--- config.mk ---
export PLATFORM = sky130hd
export DESIGN_NAME = timer_controller
export DESIGN_NICKNAME = d
export VERILOG_FILES = /design/src/rtl/timer_controller.sv
export SDC_FILE = /design/constraint.sdc
export NUM_CORES = 1
export LEC_CHECK = 0
export ABC_AREA = 0
export BUFFER_PORTS_ARGS = -buffer_cell sky130_fd_sc_hd__buf_2
export CAP_MARGIN = 10
export CORE_ASPECT_RATIO = 0.7
export CORE_UTILIZATION = 45
export DETAILED_ROUTE_END_ITERATION = 6
export PLACE_DENSITY_LB_ADDON = 0.12
export SETUP_SLACK_MARGIN = 0.02
export SLEW_MARGIN = 15
export SYNTH_ARGS = -nofsm -noshare
export SYNTH_HDL_FRONTEND = slang
export SYNTH_SLANG_ARGS = --single-unit
--- constraint.sdc ---
create_clock -name clk -period 2.5 [get_ports clk]
set_input_delay 0.75 -clock clk [delete_from_list [all_inputs] [get_ports clk]]
set_output_delay 0.75 -clock clk [all_outputs]
set_load 0.01 [all_outputs]
--- src/rtl/timer_controller.sv ---
// timer_controller
// Sequencing core for the timer peripheral. It takes the enable, one-shot,
// reload-count and interrupt-clear fields from the register block. It runs a
// prescaled down-counter through load, run, expire and reload phases. It also
// returns a sticky expiry flag and status back to the register block.
//
// Ports:
//   clk                    system clock, rising edge
//   reset                  synchronous active-high reset
//   timer_enable           run request (level)
//   timer_one_shot         1 = stop after first expiry, 0 = periodic reload
//   timer_count            reload value in ticks
//   timer_interrupt_clear  clears the sticky expiry flag while high
//   timer_interrupt        sticky expiry flag
//   timer_running          high while in RUN
//   timer_value            current down-counter value
//
// state | meaning
// ------+---------------------------------------------------------------
// IDLE  | waiting for timer_enable, timer_value holds last value
// LOAD  | one cycle: load timer_count, clear prescaler
// RUN   | counting ticks, reload on expiry in periodic mode
// DONE  | one-shot expired or zero count; wait for enable low to re-arm

module timer_controller #(
   parameter int WIDTH    = 32,
   parameter int PRESCALE = 1
) (
   input  logic             clk,
   input  logic             reset,
   input  logic             timer_enable,
   input  logic             timer_one_shot,
   input  logic [WIDTH-1:0] timer_count,
   input  logic             timer_interrupt_clear,
   output logic             timer_interrupt,
   output logic             timer_running,
   output logic [WIDTH-1:0] timer_value
);

   typedef enum logic [1:0] {IDLE, LOAD, RUN, DONE} state_t;

   localparam int PW = (PRESCALE > 1) ? $clog2(PRESCALE) : 1;
   localparam logic [PW-1:0] PRE_LAST = PW'(PRESCALE - 1);
   localparam logic [WIDTH-1:0] ONE = WIDTH'(1);

   state_t state;
   logic [PW-1:0] prescaler;
   logic tick;
   logic expire;

   assign tick = (prescaler == PRE_LAST);
   // Disable outranks a tick on the same cycle, so an expiry needs enable high.
   assign expire = (state == RUN) && timer_enable && tick && (timer_value == ONE);

   always_ff @(posedge clk) begin
      if (reset) begin
         state           <= IDLE;
         prescaler       <= '0;
         timer_interrupt <= 1'b0;
         timer_running   <= 1'b0;
         timer_value     <= '0;
      end else begin
         case (state)
            IDLE: begin
               if (timer_enable) state <= LOAD;
            end
            LOAD: begin
               timer_value <= timer_count;
               prescaler   <= '0;
               if (timer_count == '0) begin
                  state <= DONE;
               end else begin
                  state         <= RUN;
                  timer_running <= 1'b1;
               end
            end
            RUN: begin
               if (!timer_enable) begin
                  state         <= IDLE;
                  prescaler     <= '0;
                  timer_running <= 1'b0;
               end else begin
                  prescaler <= tick ? '0 : prescaler + PW'(1);
                  if (tick && timer_value > ONE) begin
                     timer_value <= timer_value - ONE;
                  end else if (expire) begin
                     if (timer_one_shot) begin
                        timer_value   <= '0;
                        state         <= DONE;
                        timer_running <= 1'b0;
                     end else begin
                        timer_value <= timer_count;
                        // A zero reload could never expire again; park in DONE
                        // instead of sitting in RUN forever.
                        if (timer_count == '0) begin
                           state         <= DONE;
                           timer_running <= 1'b0;
                        end
                     end
                  end
               end
            end
            DONE: begin
               if (!timer_enable) state <= IDLE;
            end
            default: state <= IDLE;
         endcase

         // Set beats clear so an expiry coinciding with a clear is not lost.
         if (expire)                     timer_interrupt <= 1'b1;
         else if (timer_interrupt_clear) timer_interrupt <= 1'b0;
      end
   end

endmodule

==> Yosys cells after proc, flatten, opt, wreduce, memory -nomap -nowiden <==
Index checks and enable logic that the tools add are counted.
{ "totals": {"reg_bits": 37, "out_inout_bits": 34, "elab_cells": 58} }
{ "op_classes": {"n_addsub": 2, "magnitude_cmp": 1, "n_eq_ne": 12, "mux": 26, "bitwise": 1, "reduce_logical": 11} }
{ "ops": {"columns": ["operator", "n"], "rows": [
  ["32-bit 2-to-1 mux", 4],
  ["32-bit one-hot mux with 2 select lines", 1],
  ["32-bit by 1-bit equality test with 1-bit output, second input constant", 1],
  ["32-bit by 1-bit greater-than comparator with 1-bit output, second input constant", 1],
  ["32-bit logical NOT", 1],
  ["32-bit by 1-bit subtractor with 32-bit output, second input constant", 1],
  ["2-bit 2-to-1 mux", 7],
  ["1-bit 2-to-1 mux", 11],
  ["5-bit AND reduction", 2],
  ["2-bit != test, second input constant", 4],
  ["2-bit one-hot mux with 4 select lines", 1],
  ["3-bit != test, second input constant", 2],
  ["2-bit equality test, second input constant", 2],
  ["1-bit logical AND", 4],
  ["4-bit by 3-bit != test with 1-bit output, second input constant", 1],
  ["1-bit one-hot mux with 2 select lines", 2],
  ["2-bit nonzero test", 2],
  ["3-bit by 2-bit != test with 1-bit output, second input constant", 1],
  ["3-bit AND reduction", 1],
  ["2-bit by 1-bit equality test with 1-bit output, second input constant", 1],
  ["2-bit logical NOT", 1],
  ["1-bit adder, second input constant", 1],
  ["1-bit inverter", 1]
]} }

==> Logic depth before layout (Yosys ltp) <==
Gate-level depths: netlist (run 1).
{ "depth": {"ltp_word": 8, "mapped_depth": 8, "mapped_depth_nobuf": 7} }

==> Worst setup path before layout (run 1) <==
Ideal clock, no wire load.
{ "synth_timing": {"kind": "register to register", "startpoint": "register timer_value[8]", "endpoint": "register timer_value[31]", "setup_ns": 0.080, "t_arrival_ns": 2.409, "t_required_ns": 2.420, "path_slack_ns": 0.011, "stages_incl_launch_ff": 9, "path_buffers": 3, "period_less_slack_ns": 2.489, "path_cell_list": "dfxtp_1 > or4_4 > buf_6 > or3_4 > buf_6 > o41ai_4 > buf_6 > a32oi_1 > o221ai_2"} }
{ "synth_via": {"elab_chain_cells": 5, "word_cells_on_any_way": 10, "cone_classes": "1 x add/sub; 1 x order compare; 2 x eq/ne; 3 x mux; 3 x reduce/logical"} }
{ "synth_rtl": {"columns": ["element", "line", "text"], "rows": [
  ["start, declared", "37", "output logic [WIDTH-1:0] timer_value"],
  ["start signal, assigned", "68", "timer_value <= timer_count;"],
  ["start signal, assigned", "85", "timer_value <= timer_value - ONE;"],
  ["start signal, assigned", "92", "timer_value <= timer_count;"],
  ["32-bit by 1-bit greater-than comparator with 1-bit output", "84", "if (tick && timer_value > ONE) begin"],
  ["1-bit logical AND", "84", null],
  ["32-bit 2-to-1 mux", "84", null],
  ["32-bit 2-to-1 mux", "78", "if (!timer_enable) begin"],
  ["32-bit one-hot mux with 2 select lines", "63", "case (state)"]
]} }
Parallel ways exist; a longest one is shown, timed or not. The select of a mux whose other input is x is not followed.
A chain may end at the register's enable or synchronous reset.

==> Final worst setup path (run 1) <==
{ "layout_timing": {"startpoint": "register timer_value[28]", "endpoint": "register timer_value[29]"} }
The elaborated chain is that of the path after synthesis.

==> metrics.txt, run 1 <==
initial antenna violation count=0; Mapped Nets=371; worst vdd ir=0.6344 mV; Critical Path RT=2.70 ns; switching pwr=0.002308 W; post-synthesis cell count=328; Sink Count=36; CTS tree=done; Seq/Total Area, Yosys=27.40%; final setup fails=0; Slew HR=64.01%; Logic pwr share=70.7%; Synth Area in Compound Gates=32.40%; CP Data Arrival Time=2.65 ns; ys async rst share=0%; DRC=0; sequential power share=20.1%; crit path launch type=register; synthesized flop and latch total=36; first-pass GRT wire length=14430 um; Clk network pwr share=9.2%; Post-Syn Area=2630 um2; io pins=71; Routed Antenna Nets=0; Post-Synth Adder-Cell Area=2.854%; Worst-Skew Late Latency=0.29 ns; maximum clock frequency=407.8 MHz; Synth-to-Final Area Change=27.21%; gr ovfl total=0; global placement routability congestion=0.8706; Reg-to-Reg End=timer_value[29]; cts hold-fix bufs=0; main combinational cell family by area after synthesis=compound AO/OA/AOI/OAI gates; multiplexer share of the synthesized area=0.7612%; synth warn=0; top cell type's share of synthesized area=27.40%; Die ar.=6159 um2; cts repair resizes=0; Post-Route Utilization=61.70%; Leakage=1.404 nW; first-pass iteration count of the detailed router=5; Post-Route WL=8887 um; Worst Hold Path Cells=2; clk root buf=clkbuf_8; WL/cell=18.03 um; Antenna Cells=0; most common cell after layout, fill and taps aside=buf_2; outcome=finished, final reports clean; DR vias/cell=6.318; Hold Startpoint=timer_interrupt; placed inst area=3244 um2; Final nets=464; vias in the first global route=2840; dominant synthesized flop cell=dfxtp_1; Hold Path Sink=timer_interrupt; Final Cell Area=3346 um2; clk_skew=0.003587 ns; synth unique cells=48; die width=93.38 um; Setup WS pre-CTS=0.06571 ns; Die Span Y=65.96 um; CTS buffer count=5; Synth Area in XOR/XNOR=0%; Core Box Area=5423 um2; Post-Synth Simple-Gate Area=24.26%; RR Startpoint=timer_value[28]; min Tclk post-route=2.452 ns; clock slew at reported path FFs=0.08 ns; area leader, netlist=dfxtp_1; Final WS setup=0.04775 ns; postcts setup bufs=0; most frequent cells in the layout=buf_2 (70), inv_1 (37), dfxtp_1 (36); Inst Count DP=486; Initial DRC Count=272; max-slew violations=0; Reg2Reg Depth=6; number of synthesized flops with an enable pin=0; maxcap violations=0; register-to-register setup slack=0.05 ns; worst hold margin=0.4816 ns; Crit Path Class=register to register; # H-tree levels=2; effective utilization at floorplan=48.50%; largest net degree at the start of global routing=38; RSZ-0062 raised after global routing=true; CTS Buffer Depth=2; CP endpoint kind=register; worst hold path class=register to register; Pwr Density=1359 nW/um2; Period Utilization, post-route=98.09%; Switching Share=50.75%; top cells by area, synth=dfxtp_1 (27%), o32ai_1 (9.7%), a32oi_1 (6.3%), a21oi_1 (5.7%), inv_1 (5.4%); Final Hold Fails=0; average size of a mapped cell=8.018 um2; GR Util All Layers=30.02%; # rows=22; share of cells above drive strength 1=32.54%; IO Port Bufs=70; CP max FO=21; Layout Cells excl Fill=493; Worst-Margin Slew=0.5349 ns; P_int=0.002240 W; DR vias=3115; HPWL after DPL=6577 um
[per-stage QoR]
step           total power (W)   TNS [ns]
2_1_floorplan         0.002891          0
3_3_place_gp          0.003964          0
3_5_place_dp          0.003993          0
4_1_cts               0.004420          0
5_1_grt               0.004861  -0.001401
6_report              0.004548          0
[worst max-delay path by stage]
| stage | start | endpoint | slack [ns] | cells past startpoint |
|---|---|---|---|---|
| after detailed placement | timer_value[4] | timer_value[29] | 0.07 | 6 |
| after floorplan | timer_value[8] | timer_value[5] | 0.06 | 7 |
| final | timer_value[28] | timer_value[29] | 0.05 | 6 |
| after global placement | timer_value[4] | timer_value[30] | 0.10 | 6 |
| after CTS | timer_value[28] | timer_value[10] | 0.05 | 6 |
| after global routing | timer_value[28] | timer_value[21] | -0.001 | 6 |
[worst max-delay path, cell delays in order, from the launching register on]
cell	delay (ns)
dfxtp_1	0.34
or4_1	0.55
or4_4	0.57
o41ai_4	0.37
buf_6	0.27
a22oi_1	0.13
o32ai_1	0.13
[sequential cells by signal, indices dropped and copies added (netlist names)]
| name | flops |
|---|---|
| timer_running | 1 |
| state | 2 |
| timer_interrupt | 1 |
| timer_value | 32 |
[metal layers]
metal	vias to the layer above	wire, um	track usage [%]
met4	0	116	6.731
met5	-	0	0
met3	15	835	5.632
met2	174	3816	46.51
li1	1488	-	-
met1	1438	4119	42.98
[cell type report]
class,count,area [um2]
clock buffers,6,72.57
repair buffers,110,695.7
flip-flops and latches,36,720.7
clock inverters,1,5.005
well taps,72,90.09
fillers,508,2077
multi-input cells,230,1619
inverters,38,142.6
[logic make-up (layout without fill, tap and decap cells)]
group           Yosys count  count (layout)
simple gates            113             113
compound gates          109             109
buf+inv                  62             155
flops                    36              36
fa+ha+maj                 6               6
mux                       2               2
[power by group through the flow]
stage                     logic, W  registers [W]  clock network [W]
after floorplan            0.00188        0.00102                  0
after global placement     0.00305       0.000910                  0
after detailed placement   0.00308       0.000916                  0
after CTS                  0.00309       0.000906           0.000421
after global routing       0.00348       0.000942           0.000443
final                      0.00321       0.000916           0.000419
[Yosys cell counts, types with 2 or more instances]
cell	instances
inv_1	38
dfxtp_1	36
a21oi_1	30
o32ai_1	29
nand2_1	21
a32oi_1	19
nor4_1	18
nor2_1	14
nor3_1	14
nand3_1	11
a22oi_1	9
clkbuf_1	9
nand4_1	9
buf_6	8
or4_1	7
ha_1	6
buf_2	4
a211oi_1	3
and4_1	3
o21ai_0	3
or3_2	3
a221oi_1	2
a22oi_2	2
a31oi_1	2
and2_1	2
clkbuf_8	2
mux2i_1	2
or4_4	2
No activity file was read; power rests on OpenSTA's default activity.
==> inputs of run 2 (changes only) <==
--- a/config.mk
+++ b/config.mk
@@ -11,6 +11,7 @@
 export CORE_ASPECT_RATIO = 0.7
 export CORE_UTILIZATION = 45
 export DETAILED_ROUTE_END_ITERATION = 6
+export GPL_TIMING_DRIVEN = 0
 export PLACE_DENSITY_LB_ADDON = 0.12
 export SETUP_SLACK_MARGIN = 0.02
 export SLEW_MARGIN = 15
==> run 2 against run 1 <==
Net effect: die area is the same; setup slack lost 0.019 ns; routed wire length grew 18%; critical endpoint is now timer_value[30]; largest power group unchanged.
==> metrics.txt, run 2 (synthesis gave the netlist of run 1 again) <==
first-pass iteration count of the detailed router=6; Sink Count=36; CTS tree=done; Hold Startpoint=timer_interrupt; worst hold margin=0.4825 ns; gr ovfl total=0; largest delay contributor family on the critical path=simple AND/OR/NAND/NOR gates; max-slew violations=0; CTS Buffer Depth=2; max incr delay on CP=0.56 ns; Largest regs=timer_value x32, state x2; WL/cell=21.40 um; Synth-to-Final Area Change=38.15%; Die ar.=6159 um2; Pwr Density=1416 nW/um2; FILL cells=455; Crit Path Class=register to register; max reg flops=32; Final Cell Area=3633 um2; Final Hold Fails=0; CTS buffer count=5; register-to-register setup slack=0.03 ns; DR vias=3367; Critical Path RT=2.66 ns; worst vdd ir=0.6749 mV; CP dominant cell by count=or4_4; Post-Route WL=10510 um; Worst-Skew Late Latency=0.30 ns; GR Util All Layers=33.50%; maximum clock frequency=404.7 MHz; Period Utilization, post-route=98.84%; # rows=22; WP buf/inv=1; first-pass GRT wire length=15560 um; Initial DRC Count=462; clk_skew=0.008245 ns; min Tclk post-route=2.471 ns; DR vias/cell=6.857; placed inst area=3065 um2; crit path launch type=register; most common cell after layout, fill and taps aside=buf_2; crit path cell chain=or4_4 -> buf_4 -> or4_4 -> or4_4 -> a21oi_2 -> o32ai_1; most frequent cells in the layout=buf_2 (72), inv_1 (38), a21oi_1 (28); RSZ-0062 raised after global routing=true; # H-tree levels=2; global placement routability congestion=0.9341; Leakage=1.448 nW; vias in the first global route=2998; clock slew at reported path FFs=0.08 ns; overall power=0.005144 W; Reg with most FFs=timer_value; slowest CP cell=or4_4; Core Box Area=5423 um2; Worst Hold Path Cells=2; Antenna Cells=0; final setup fails=0; Routed Antenna Nets=0; Reg-to-Reg End=timer_value[30]; CP Data Arrival Time=2.64 ns; die width=93.38 um; effective utilization at floorplan=48.50%; IO Port Bufs=69; Hold Path Sink=timer_interrupt; Reg2Reg Depth=6; outcome=finished, final reports clean; worst hold path class=register to register; HPWL after DPL=6991 um; maxcap violations=0; Worst-Margin Slew=0.8448 ns; initial antenna violation count=0; largest net degree at the start of global routing=12; CP max FO=5; share of cells above drive strength 1=41.05%; io pins=71; CP endpoint kind=register; RR Startpoint=timer_value[6]; DRC=0; Die Span Y=65.96 um; Slew HR=43.21%; Final nets=461; clk root buf=clkbuf_8
run 2: cell types whose count changed in the layout (fill, tap and decap cells not counted), moves of 4 or more:
| cell | before | now |
|---|---|---|
| a32oi_1 | 19 | 12 |
| or4_4 | 4 | 8 |
| a32oi_2 | 0 | 7 |
| o32ai_2 | 0 | 7 |
| buf_4 | 35 | 13 |
| o32ai_1 | 29 | 22 |
| or4_1 | 5 | 1 |
| dfxtp_2 | 0 | 7 |
| dfxtp_1 | 36 | 27 |
run 2: through the flow:
step	utilization [%]	instances	setup WS (ns)	TNS [ns]
floorplan	-	328	0.05525	0
global placement	56.53	469	-0.4580	-9.806
detailed placement	56.53	469	-0.4629	-9.870
CTS	61.63	486	0.02067	0
global route	67.01	491	-0.05893	-0.3833
finish	67.01	491	0.02908	0
run 2: power breakdown:
group / switching [W] / internal, W / total (W)
logic: 0.00220 / 0.00146 / 0.00366
clock network: 0.000241 / 0.000224 / 0.000466
registers: 0.000248 / 0.000766 / 0.00101
run 2: what timing repair did:
action                                  CTS  global route
buffers inserted                         10             5
gates resized for setup                  30            45
pin swaps                                15            23
endpoints found under the setup margin   32            34
hold buffers                              0             0
gates cloned                              1             1
run 2: worst max-delay path by stage:
stage                         startpoint              end  slack [ns]  cells after the start
after floorplan           timer_value[8]   timer_value[5]        0.06                      7
after global placement    timer_value[8]   timer_value[9]       -0.46                      7
after detailed placement  timer_value[8]   timer_value[9]       -0.46                      7
after CTS                 timer_value[8]  timer_value[16]        0.02                      7
after global routing      timer_value[6]  timer_value[27]       -0.06                      7
final                     timer_value[6]  timer_value[30]        0.03                      6
run 2: routing by layer:
layer  GRT usage [%]  share of wire (%)  up-vias
met5               0                  0        -
met4           11.73                1.8        0
met3           11.26                 14       31
met2           49.54                 44      272
met1           45.25                 40     1582
li1                -                  -     1482
run 2: final cells by class:
| cell class | count | area [um2] | share of cell area [%] |
|---|---|---|---|
| Buffer | 21 | 180.2 | 4.959 |
| Clock buffer | 7 | 86.33 | 2.376 |
| Clock inverter | 1 | 7.507 | 0.2066 |
| Inverter | 38 | 142.6 | 3.926 |
| Multi-Input combinational cell | 230 | 1872 | 51.52 |
| Sequential cell | 36 | 737.0 | 20.28 |
| Tap cell | 72 | 90.09 | 2.479 |
| Timing Repair Buffer | 86 | 518.0 | 14.26 |
run 2: worst reg2reg max path: cells and delay by family (launching register included):
kind	cells	cell delay, ns
buffers and inverters	1	0.17
AOI/OAI and AO/OA	2	0.22
DFF	1	0.36
and+or+nand+nor	3	1.58
